===== config.mk =====
export PLATFORM = sky130hd
export DESIGN_NAME = c_demux_bus_reg
export DESIGN_NICKNAME = d
export VERILOG_FILES = /design/src/rtl/c_demux_bus_reg.sv
export SDC_FILE = /design/constraint.sdc
export NUM_CORES = 1
export LEC_CHECK = 0
export ABC_AREA = 1
export BUFFER_PORTS_ARGS = -buffer_cell sky130_fd_sc_hd__buf_2
export CAP_MARGIN = 20
export CORE_UTILIZATION = 47
export DETAILED_ROUTE_END_ITERATION = 8
export PLACE_DENSITY_LB_ADDON = 0.12
export SYNTH_ARGS = -nofsm -noshare
export SYNTH_HDL_FRONTEND = slang
export SYNTH_SLANG_ARGS = --single-unit

===== constraint.sdc =====
create_clock -name CLK -period 1.3 [get_ports CLK]
set_clock_uncertainty 0.15 [all_clocks]
set_input_delay 0.26 -clock CLK [delete_from_list [all_inputs] [get_ports CLK]]
set_output_delay 0.26 -clock CLK [all_outputs]
set_load 0.01 [all_outputs]

===== src/rtl/c_demux_bus_reg.sv =====
// Registered one-to-many bus demultiplexer with a one-entry valid/ready holding register per lane.
// Optional sticky out-of-range select flag on ERR is enabled by defining C_DEMUX_ERR_EN.
module c_demux_bus_reg #(
  parameter int C_WIDTH     = 2,
  parameter int C_OUTPUTS   = 4,
  parameter int C_SEL_WIDTH = 2,
  parameter int C_HAS_CE    = 0,
  parameter     C_SINIT_VAL = "0"
) (
  input  logic                           CLK,
  input  logic                           ACLR_N,
  input  logic                           CE,
  input  logic                           SCLR,
  input  logic [C_WIDTH-1:0]             D,
  input  logic [C_SEL_WIDTH-1:0]         S,
  input  logic                           DV,
  output logic                           D_RDY,
  output logic [C_OUTPUTS*C_WIDTH-1:0]   Q,
  output logic [C_OUTPUTS-1:0]           QV,
  input  logic [C_OUTPUTS-1:0]           QR,
  output logic                           ERR
);

  localparam int SINIT_BITS = $bits(C_SINIT_VAL);
  localparam int NSEL       = 2 ** C_SEL_WIDTH;

  // C_SINIT_VAL is an ASCII string of '0'/'1'; its rightmost character is bit 0.
  function automatic logic [C_WIDTH-1:0] sinit_word();
    logic [SINIT_BITS-1:0] str;
    logic [C_WIDTH-1:0]    v;
    str = C_SINIT_VAL;
    v   = '0;
    for (int i = 0; i < C_WIDTH; i++) begin
      if (i < SINIT_BITS / 8) begin
        if (str[8*i +: 8] == 8'h31) v[i] = 1'b1;
      end
    end
    return v;
  endfunction

  localparam logic [C_WIDTH-1:0] SINIT = sinit_word();

  logic                         en;
  logic                         rdy;
  logic [NSEL-1:0]              free_ext;
  logic [C_OUTPUTS-1:0]         sel_hot;
  logic [C_OUTPUTS-1:0]         acc;
  logic [C_OUTPUTS*C_WIDTH-1:0] q_q;
  logic [C_OUTPUTS-1:0]         qv_q;

  assign en = (C_HAS_CE != 0) ? CE : 1'b1;

  // Selects beyond the last lane read as always free, so out-of-range words are taken and dropped.
  always_comb begin
    free_ext = '1;
    sel_hot  = '0;
    for (int i = 0; i < C_OUTPUTS; i++) begin
      free_ext[i] = ~qv_q[i] | QR[i];
      sel_hot[i]  = (S == C_SEL_WIDTH'(i));
    end
  end

  assign rdy   = ACLR_N & en & ~SCLR & free_ext[S];
  assign acc   = {C_OUTPUTS{DV & rdy}} & sel_hot;
  assign D_RDY = rdy;
  assign Q     = q_q;
  assign QV    = qv_q;

  // NOTE: the lane data registers are reset as well, because Q must show C_SINIT_VAL during reset.
  always_ff @(posedge CLK or negedge ACLR_N) begin
    if (!ACLR_N) begin
      qv_q <= '0;
      q_q  <= {C_OUTPUTS{SINIT}};
    end else if (SCLR) begin
      qv_q <= '0;
      q_q  <= {C_OUTPUTS{SINIT}};
    end else if (en) begin
      for (int i = 0; i < C_OUTPUTS; i++) begin
        // NOTE: non-blocking writes keep every lane reading pre-edge state regardless of loop order.
        if (acc[i]) begin
          q_q[i*C_WIDTH +: C_WIDTH] <= D;
          qv_q[i]                   <= 1'b1;
        end else if (QR[i]) begin
          qv_q[i] <= 1'b0;
        end
      end
    end
  end

`ifdef C_DEMUX_ERR_EN
  logic [NSEL-1:0] oor_ext;
  logic            err_q;

  always_comb begin
    oor_ext = '1;
    for (int i = 0; i < C_OUTPUTS; i++) oor_ext[i] = 1'b0;
  end

  // OR-ing rather than an if keeps an unknown select visible as X on ERR.
  always_ff @(posedge CLK or negedge ACLR_N) begin
    if (!ACLR_N) begin
      err_q <= 1'b0;
    end else if (SCLR) begin
      err_q <= 1'b0;
    end else begin
      err_q <= err_q | (en & DV & oor_ext[S]);
    end
  end

  assign ERR = err_q;
`else
  assign ERR = 1'b0;
`endif

endmodule


# --- Word level (Yosys, flattened, before mapping) ---
# Index checks and enable logic that the tools add are counted.
# W data, S select, Z words.
classes:
  add_sub_neg: 0
  n_mul: 0
  n_div: 0
  magnitude_cmp: 1
  n_eq_ne: 3
  shift: 0
  n_mux: 16
  bitwise_logic: 13
  n_reduce_logical: 9
ops:
  columns: ["operator", "n"]
  rows:
  - ["$reduce_bool A3 Y1", 4]
  - ["$mux W1", 9]
  - ["$mux W2", 4]
  - ["$mux W8", 1]
  - ["$reduce_bool A2 Y1", 4]
  - ["$not A1 Y1", 5]
  - ["$and A4 B4 Y4", 1]
  - ["$eq A2 B2 Y1 const B", 2]
  - ["$mux W4", 1]
  - ["$or A1 B1 Y1", 4]
  - ["$and A1 B1 Y1", 3]
  - ["$lt A2 B3 Y1 const B", 1]
  - ["$bmux W1 S2", 1]
  - ["$eq A2 B1 Y1 const B", 1]
  - ["$logic_not A2 Y1", 1]
totals:
  register_bits: 12
  latch_bits: 0
  mem_bits_rw: 0
  rom_bits: 0
  inputBits: 13
  n_memories: 0

# --- Longest topological paths before layout ---
# Gate-level depths: netlist (run 1).
depth:
  ltp_word: 9
  ltp_mapped: 8
  ltp_nobuf: 8

# --- Worst setup path after synthesis (run 1) ---
# OpenSTA, ideal clock, no wires.
synth_timing:
  path_type: "register to output"
  startpoint: "register qv_q[3], in the netlist QV[3]"
  endpoint: "output port D_RDY"
  arrival_ps: 884
  t_required_ps: 890
  path_slack_ps: 6
  stages_incl_launch_ff: 6
  n_path_buf: 0
  path_cell_list: "dfrtp_1 nand2_1 nor2_2 inv_1 nand3_2 nor2_8"
synth_via:
  elab_chain_len: 5
synth_lines:
  columns: ["item", "line", "rtl"]
  rows:
  - ["from (decl)", "49", "logic [C_OUTPUTS-1:0] qv_q;"]
  - ["from (signal assigned)", "72", "qv_q <= '0;"]
  - ["from (signal assigned)", "75", "qv_q <= '0;"]
  - ["from (signal, indexed assignment)", "82", "qv_q[i] <= 1'b1;"]
  - ["$not A1 Y1", "58", "free_ext[i] = ~qv_q[i] | QR[i];"]
  - ["$or A1 B1 Y1", "58", null]
  - ["$bmux W1 S2", "63", "assign rdy = ACLR_N & en & ~SCLR & free_ext[S];"]
  - ["$mux W1 (implied by the code)", "63", null]
  - ["$and A1 B1 Y1", "63", null]
  - ["to (decl)", "17", "output logic D_RDY,"]
# Every way passes these cells. The select of a mux whose other input is x is not followed.

# --- Worst setup path in the final report (run 1) ---
layout_timing:
  startpoint: "register qv_q[0], in the netlist QV[0]"
  endpoint: "output port D_RDY"
# Same word-level chain as after synthesis.

==> results_dict.tcl, run 1 <==
set metrics [dict create \
    setup_viol 13 \
    crit_end "D_RDY" \
    grt_max_degree 13 \
    postSynthCellCount 84 \
    drv_cap 0 \
    start_kind "register" \
    power_w 0.0008402 \
    antenna_cells 0 \
    crit_chain "nand2_2 -> nor2_4 -> nor2_2 -> nand2_2 -> nor2_8 -> buf_6" \
    synth_xor_xnor_area_share_pct 0 \
    final_cell_mix "23 x buf_2, 12 x dfrtp_1, 12 x inv_1, 12 x buf_4, 9 x nand2_1" \
    cts_made_buffers 3 \
    grt_usage_pct 25.48 \
    crit_type "reg2out" \
    avgRoutedWirePerCell_um 13.66 \
    root_buffer "clkbuf_4" \
    routed_via_density 5.336 \
    slowest_delay_ns 0.39 \
    arrival_ns 1.25 \
    path_clk_slew_ns 0.08 \
    synth_fa_ha_area_share_pct 0 \
    rsz0062_at_grt "yes" \
    p_comb_share_pct 18.7 \
    synth_compound_area_share_pct 2.787 \
    synth_mux_area_share_pct 0 \
    n_fill_cell 84 \
    grt_pass1_vias 641 \
    min_period_ns 1.659 \
    powerDensity_nw_per_um2 766.6 \
    vias 747 \
    drcViolationCount 0 \
    multi_input_area_sq_um 424.2 \
    r2r_start "QV[0]" \
    syn_area_sq_um 718.2 \
    routed_wl_mm 1.912 \
    p_int_w 0.0006127 \
    reg2regPathDepth 10 \
    die_w_um 41.09 \
    insertion_delay_ns 0.28 \
    portBuffers 24 \
    ant_nets 0 \
    die_h_um 41.09 \
    drive_gt1_share_pct 59.20 \
    setup_slack_ns -0.3594 \
    final_nets 139 \
    rows 13 \
    hold_violations 0 \
    register_area_sq_um 300.3 \
    p_switching_w 0.0002275 \
    worstPathMaxFanout 2 \
    drt_iter0_markers 21 \
    critPathLaunch "QV[0]" \
    worstPathRequired_ns 0.89 \
    ys_seq_area_share_pct 41.81 \
    dp_cells 132 \
    drtPass1Iterations 4 \
    syn-mean-instance-area_sq_um 8.550 \
    synth_top_family_by_area "simple AND/OR/NAND/NOR gates" \
    grt.overflow.total 0 \
    syn-num-nets 97 \
    fp.dieArea_sq_um 1688 \
    start_util_pct 52.56 \
    grt_pass1_wl_mm 2.725 \
    gp_congestion 0.8205 \
    ctsHtreeMaxLevel 1 \
    max_freq_mhz 602.6 \
    crit_path_top_delay_cell "dfrtp_1" \
    fp.coreArea_sq_um 1366 \
    path_depth 6 \
    status "finished, violations left" \
    crit_path_frequent_cell "nand2_2" \
    synthSimpleGateAreaFrac_pct 44.95 \
    period_share_pct 127.6 \
    pwr-share-seq_pct 45.2 \
    hold_path_class "in2reg" \
    area_growth_pct 52.61 \
    ys_warn_count 0 \
    cts_tree "built" \
    swShare_pct 27.08 \
    crit_family "simple AND/OR/NAND/NOR gates" \
    dp_hpwl_mm 1.194 \
    mostFrequentLayoutCell "buf_2" \
    reg2reg_slack_ns -0.28 \
    final_cells 140 \
    p_leak_nw 0.5956 \
    slew_viol_final 0 \
    clk_path_buf_depth 2 \
    top_level_ports 27 \
    ys_ff_latch 12 \
    ir_drop_mv 0.6379 \
    r2r-end "Q[6]" \
    violations "setup timing" \
    p_clk_share_pct 36.1 \
    crit_buf_inv 1 \
    cts_sinks 12 \
    end_kind "primary output" \
    synth_cell_types 18 \
    antenna_found_initial 0 \
]
[cell families after synthesis]
logic type,after synthesis
DFF,12
buffers and inverters,17
AOI/OAI and AO/OA,4
and+or+nand+nor,50
other,1
[worst min-delay path: stages]
cell	delay (ns)
buf_2	0.08
nor2_2	0.04
inv_1	0.07
a21oi_2	0.05
[Yosys cell counts]
cell type   n  share of area (%)
dfrtp_1    12                 42
inv_1      12                6.3
nand2_1    10                5.2
nand3_1     8                5.6
nand4_1     8                7.0
nand2_2     7                6.1
nor2_2      6                5.2
a21oi_1     4                2.8
nand4_2     4                7.0
nor2_1      3                1.6
inv_2       2                1.0
nor2_4      2                3.1
buf_2       1               0.70
buf_4       1                1.0
conb_1      1               0.52
inv_4       1               0.87
nand3_2     1                1.4
nor2_8      1                2.8
[cell type report]
cell class                 count  area share, %
inverter                      15          5.365
clock buffer                   4          3.311
timing repair buffer          39          23.52
multi-input combinational     55          38.70
sequential                    12          27.40
tap                           15          1.712
[power groups by stage]
stage	clock network, W	registers (W)	logic [W]
floorplan	0	0.000390	0.0000584
global placement	0	0.000387	0.000126
detailed placement	0	0.000387	0.000129
CTS	0.000302	0.000380	0.000152
global route	0.000321	0.000381	0.000170
finish	0.000303	0.000380	0.000157
[per-layer routing]
metal	track usage [%]	up-vias	part of all wire, %
met3	6.522	7	7.4
li1	-	358	-
met5	0	-	0
met1	32.88	340	43
met2	37.11	42	48
met4	16.94	0	2.1
[metrics by stage]
step | instance area (sq um) | setup WS (ns) | setup TNS (ns) | utilization, % | hold slack [ns]
after floorplan | 718.2 | 0.005902 | 0 | - | -0.1856
after global placement | 939.7 | -0.1221 | -0.8187 | 68.77 | 0.09131
after detailed placement | 939.7 | -0.1361 | -0.9319 | 68.77 | 0.09419
after CTS | 1065 | -0.3208 | -2.605 | 77.93 | 0.09519
after global routing | 1096 | -0.4220 | -3.746 | 80.22 | 0.1181
final | 1096 | -0.3594 | -2.711 | 80.22 | 0.1104
[how the worst min path moves through the flow]
stage | start | endpoint | slack, ns | depth (start not counted)
global placement | ACLR_N | QV[3] | 0.09 | 2
finish | QR[2] | QV[2] | 0.11 | 4
global route | QR[2] | QV[2] | 0.12 | 4
detailed placement | ACLR_N | QV[0] | 0.09 | 2
CTS | QR[1] | QV[1] | 0.1 | 4
floorplan | ACLR_N | QV[0] | -0.19 | 0
[state kept, by name, indices dropped and copies added (netlist names)]
register / flops
Q: 8
QV: 4
[timing repair]
item,CTS,global route
setup buffers,4,1
hold endpoints to repair,12,0
pin swaps,15,14
gates resized for setup,10,8
hold buffers,1,0
endpoints found under the setup margin,13,13
Note: power is estimated with default switching activity, not from simulation.
==> run 2, diff against run 1 <==
--- a/config.mk
+++ b/config.mk
@@ -6,7 +6,7 @@
 export NUM_CORES = 1
 export LEC_CHECK = 0
 export ABC_AREA = 1
-export BUFFER_PORTS_ARGS = -buffer_cell sky130_fd_sc_hd__buf_2
+export BUFFER_PORTS_ARGS = -buffer_cell sky130_fd_sc_hd__buf_4
 export CAP_MARGIN = 20
 export CORE_UTILIZATION = 47
 export DETAILED_ROUTE_END_ITERATION = 8
==> results_dict.tcl, run 2 (synthesized netlist as in run 1, its figures left out) <==
set metrics [dict create \
    status "finished, violations left" \
    violations "setup timing" \
    r2r-end "Q[0]" \
    top_level_ports 27 \
    setup_slack_ns -0.4010 \
    path_clk_slew_ns 0.09 \
    r2r_start "QV[2]" \
    routed_via_density 5.747 \
    grt_usage_pct 27.57 \
    gp_congestion 0.8207 \
    portBuffers 24 \
    grt.met3_usage_pct 5.435 \
    reg2reg_slack_ns -0.30 \
    drcViolationCount 0 \
    antenna_found_initial 0 \
    die_h_um 41.09 \
    p_leak_nw 0.6226 \
    routed_wl_mm 2.695 \
    die_w_um 41.09 \
    grt_pass1_vias 678 \
    antenna_cells 0 \
    fp.coreArea_sq_um 1366 \
    swShare_pct 28.41 \
    p_switching_w 0.0002488 \
    crit_end "D_RDY" \
    powerDensity_nw_per_um2 715.7 \
    cts_tree "built" \
    vias 839 \
    finalSetupTns_ns -3.396 \
    period_share_pct 130.8 \
    grt.overflow.total 0 \
    drive_gt1_share_pct 64.12 \
    pre_cts_slack_ns -0.1406 \
    ir_drop_mv 0.5824 \
    drt_iter0_markers 29 \
    max_freq_mhz 587.9 \
    rsz0062_at_grt "yes" \
    min_period_ns 1.701 \
    dpl_cell_area_sq_um 1002 \
    end_kind "primary output" \
    avgRoutedWirePerCell_um 18.46 \
    final_nets 145 \
    hold_path_class "in2reg" \
    ctsHtreeMaxLevel 1 \
    final_core_util_pct 89.56 \
    p_clk_share_pct 35.8 \
    final_cell_mix "37 x buf_4, 12 x dfrtp_1, 11 x inv_1, 9 x nand2_1" \
    reg2regPathDepth 9 \
    clk_path_buf_depth 2 \
    drv_cap 0 \
    arrival_ns 1.29 \
    grt_use_met2_pct 46.48 \
    multi_input_area_sq_um 434.2 \
    cts_made_buffers 3 \
    fp.dieArea_sq_um 1688 \
    root_buffer "clkbuf_4" \
    met1_usage_pct 31.99 \
    crit_type "reg2out" \
    hp-start "QR[1]" \
    ant_nets 0 \
    n_fill_cell 61 \
    grt_busiest_layer "met2" \
    p_int_w 0.0006269 \
    grt_max_degree 13 \
    grt_pass1_wl_mm 2.925 \
    start_util_pct 52.56 \
    start_kind "register" \
    pwr-share-seq_pct 43.5 \
    critPathLaunch "QV[0]" \
    setup_viol 14 \
    mostFrequentLayoutCell "buf_4" \
    register_area_sq_um 300.3 \
    worstPathRequired_ns 0.89 \
    rows 13 \
    dp_hpwl_mm 1.308 \
    insertion_delay_ns 0.28 \
    p_comb_share_pct 20.6 \
    finalInstanceArea_sq_um 1224 \
    drtPass1Iterations 4 \
    hold_violations 0 \
    largest_register_ffs 8 \
    cts_sinks 12 \
    area_growth_pct 70.38 \
    slew_viol_final 0 \
    worstPathMaxFanout 2 \
]
## run 2: changes by cell type in the layout (fill, tap and decap cells not counted), moves of 3 or more
cell | previous run | this run
buf_6 | 2 | 6
nand3_1 | 6 | 3
buf_2 | 23 | 0
nand3_2 | 2 | 5
buf_4 | 12 | 37
## run 2: critical path, cell delays in order (launching register included)
cell,delay (ns)
dfrtp_1,0.41
nand2_2,0.09
nor2_2,0.06
nor2_2,0.12
nand2_2,0.10
nor2_8,0.12
buf_6,0.11
## run 2: metrics by stage
step           hold slack [ns]  power [W]  std cells
2_1_floorplan          -0.1856  0.0004483         84
3_3_place_gp           0.06863  0.0005223        134
5_1_grt                 0.1079  0.0009002        146
4_1_cts                0.09091  0.0008332        140
3_5_place_dp           0.07729  0.0005259        134
6_report                0.1017  0.0008758        146
## run 2: layout make-up
type                            count  area share, %
Multi-Input combinational cell     55          35.48
Clock buffer                        4          2.965
Tap cell                           15          1.534
Sequential cell                    12          24.54
Timing Repair Buffer               45          30.67
Inverter                           15          4.806
## run 2: routing by layer
layer	vias to the layer above	part of all wire, %
li1	370	-
met1	397	38
met2	58	50
met3	14	8.2
met4	0	4.0
met5	-	0
## run 2: repair_timing
action,in CTS,in global routing
pin swaps,8,2
endpoints found under the hold margin,12,0
buffers inserted,1,6
hold buffers,1,0
gates resized for setup,9,14
endpoints found under the setup margin,14,14
## run 2: power by group through the flow
stage | Sequential, W | Clock, W | Combinational [W]
after detailed placement | 0.000388 | 0 | 0.000138
after global placement | 0.000387 | 0 | 0.000135
after global routing | 0.000382 | 0.000328 | 0.000190
final | 0.000381 | 0.000314 | 0.000180
after CTS | 0.000380 | 0.000299 | 0.000154
after floorplan | 0.000390 | 0 | 0.0000584
## run 2: worst min path at each step
stage          cells past startpoint  endpoint
6_report                           4     QV[1]
5_1_grt                            4     QV[1]
4_1_cts                            4     QV[1]
3_5_place_dp                       2      Q[7]
3_3_place_gp                       2      Q[6]
2_1_floorplan                      0     QV[0]
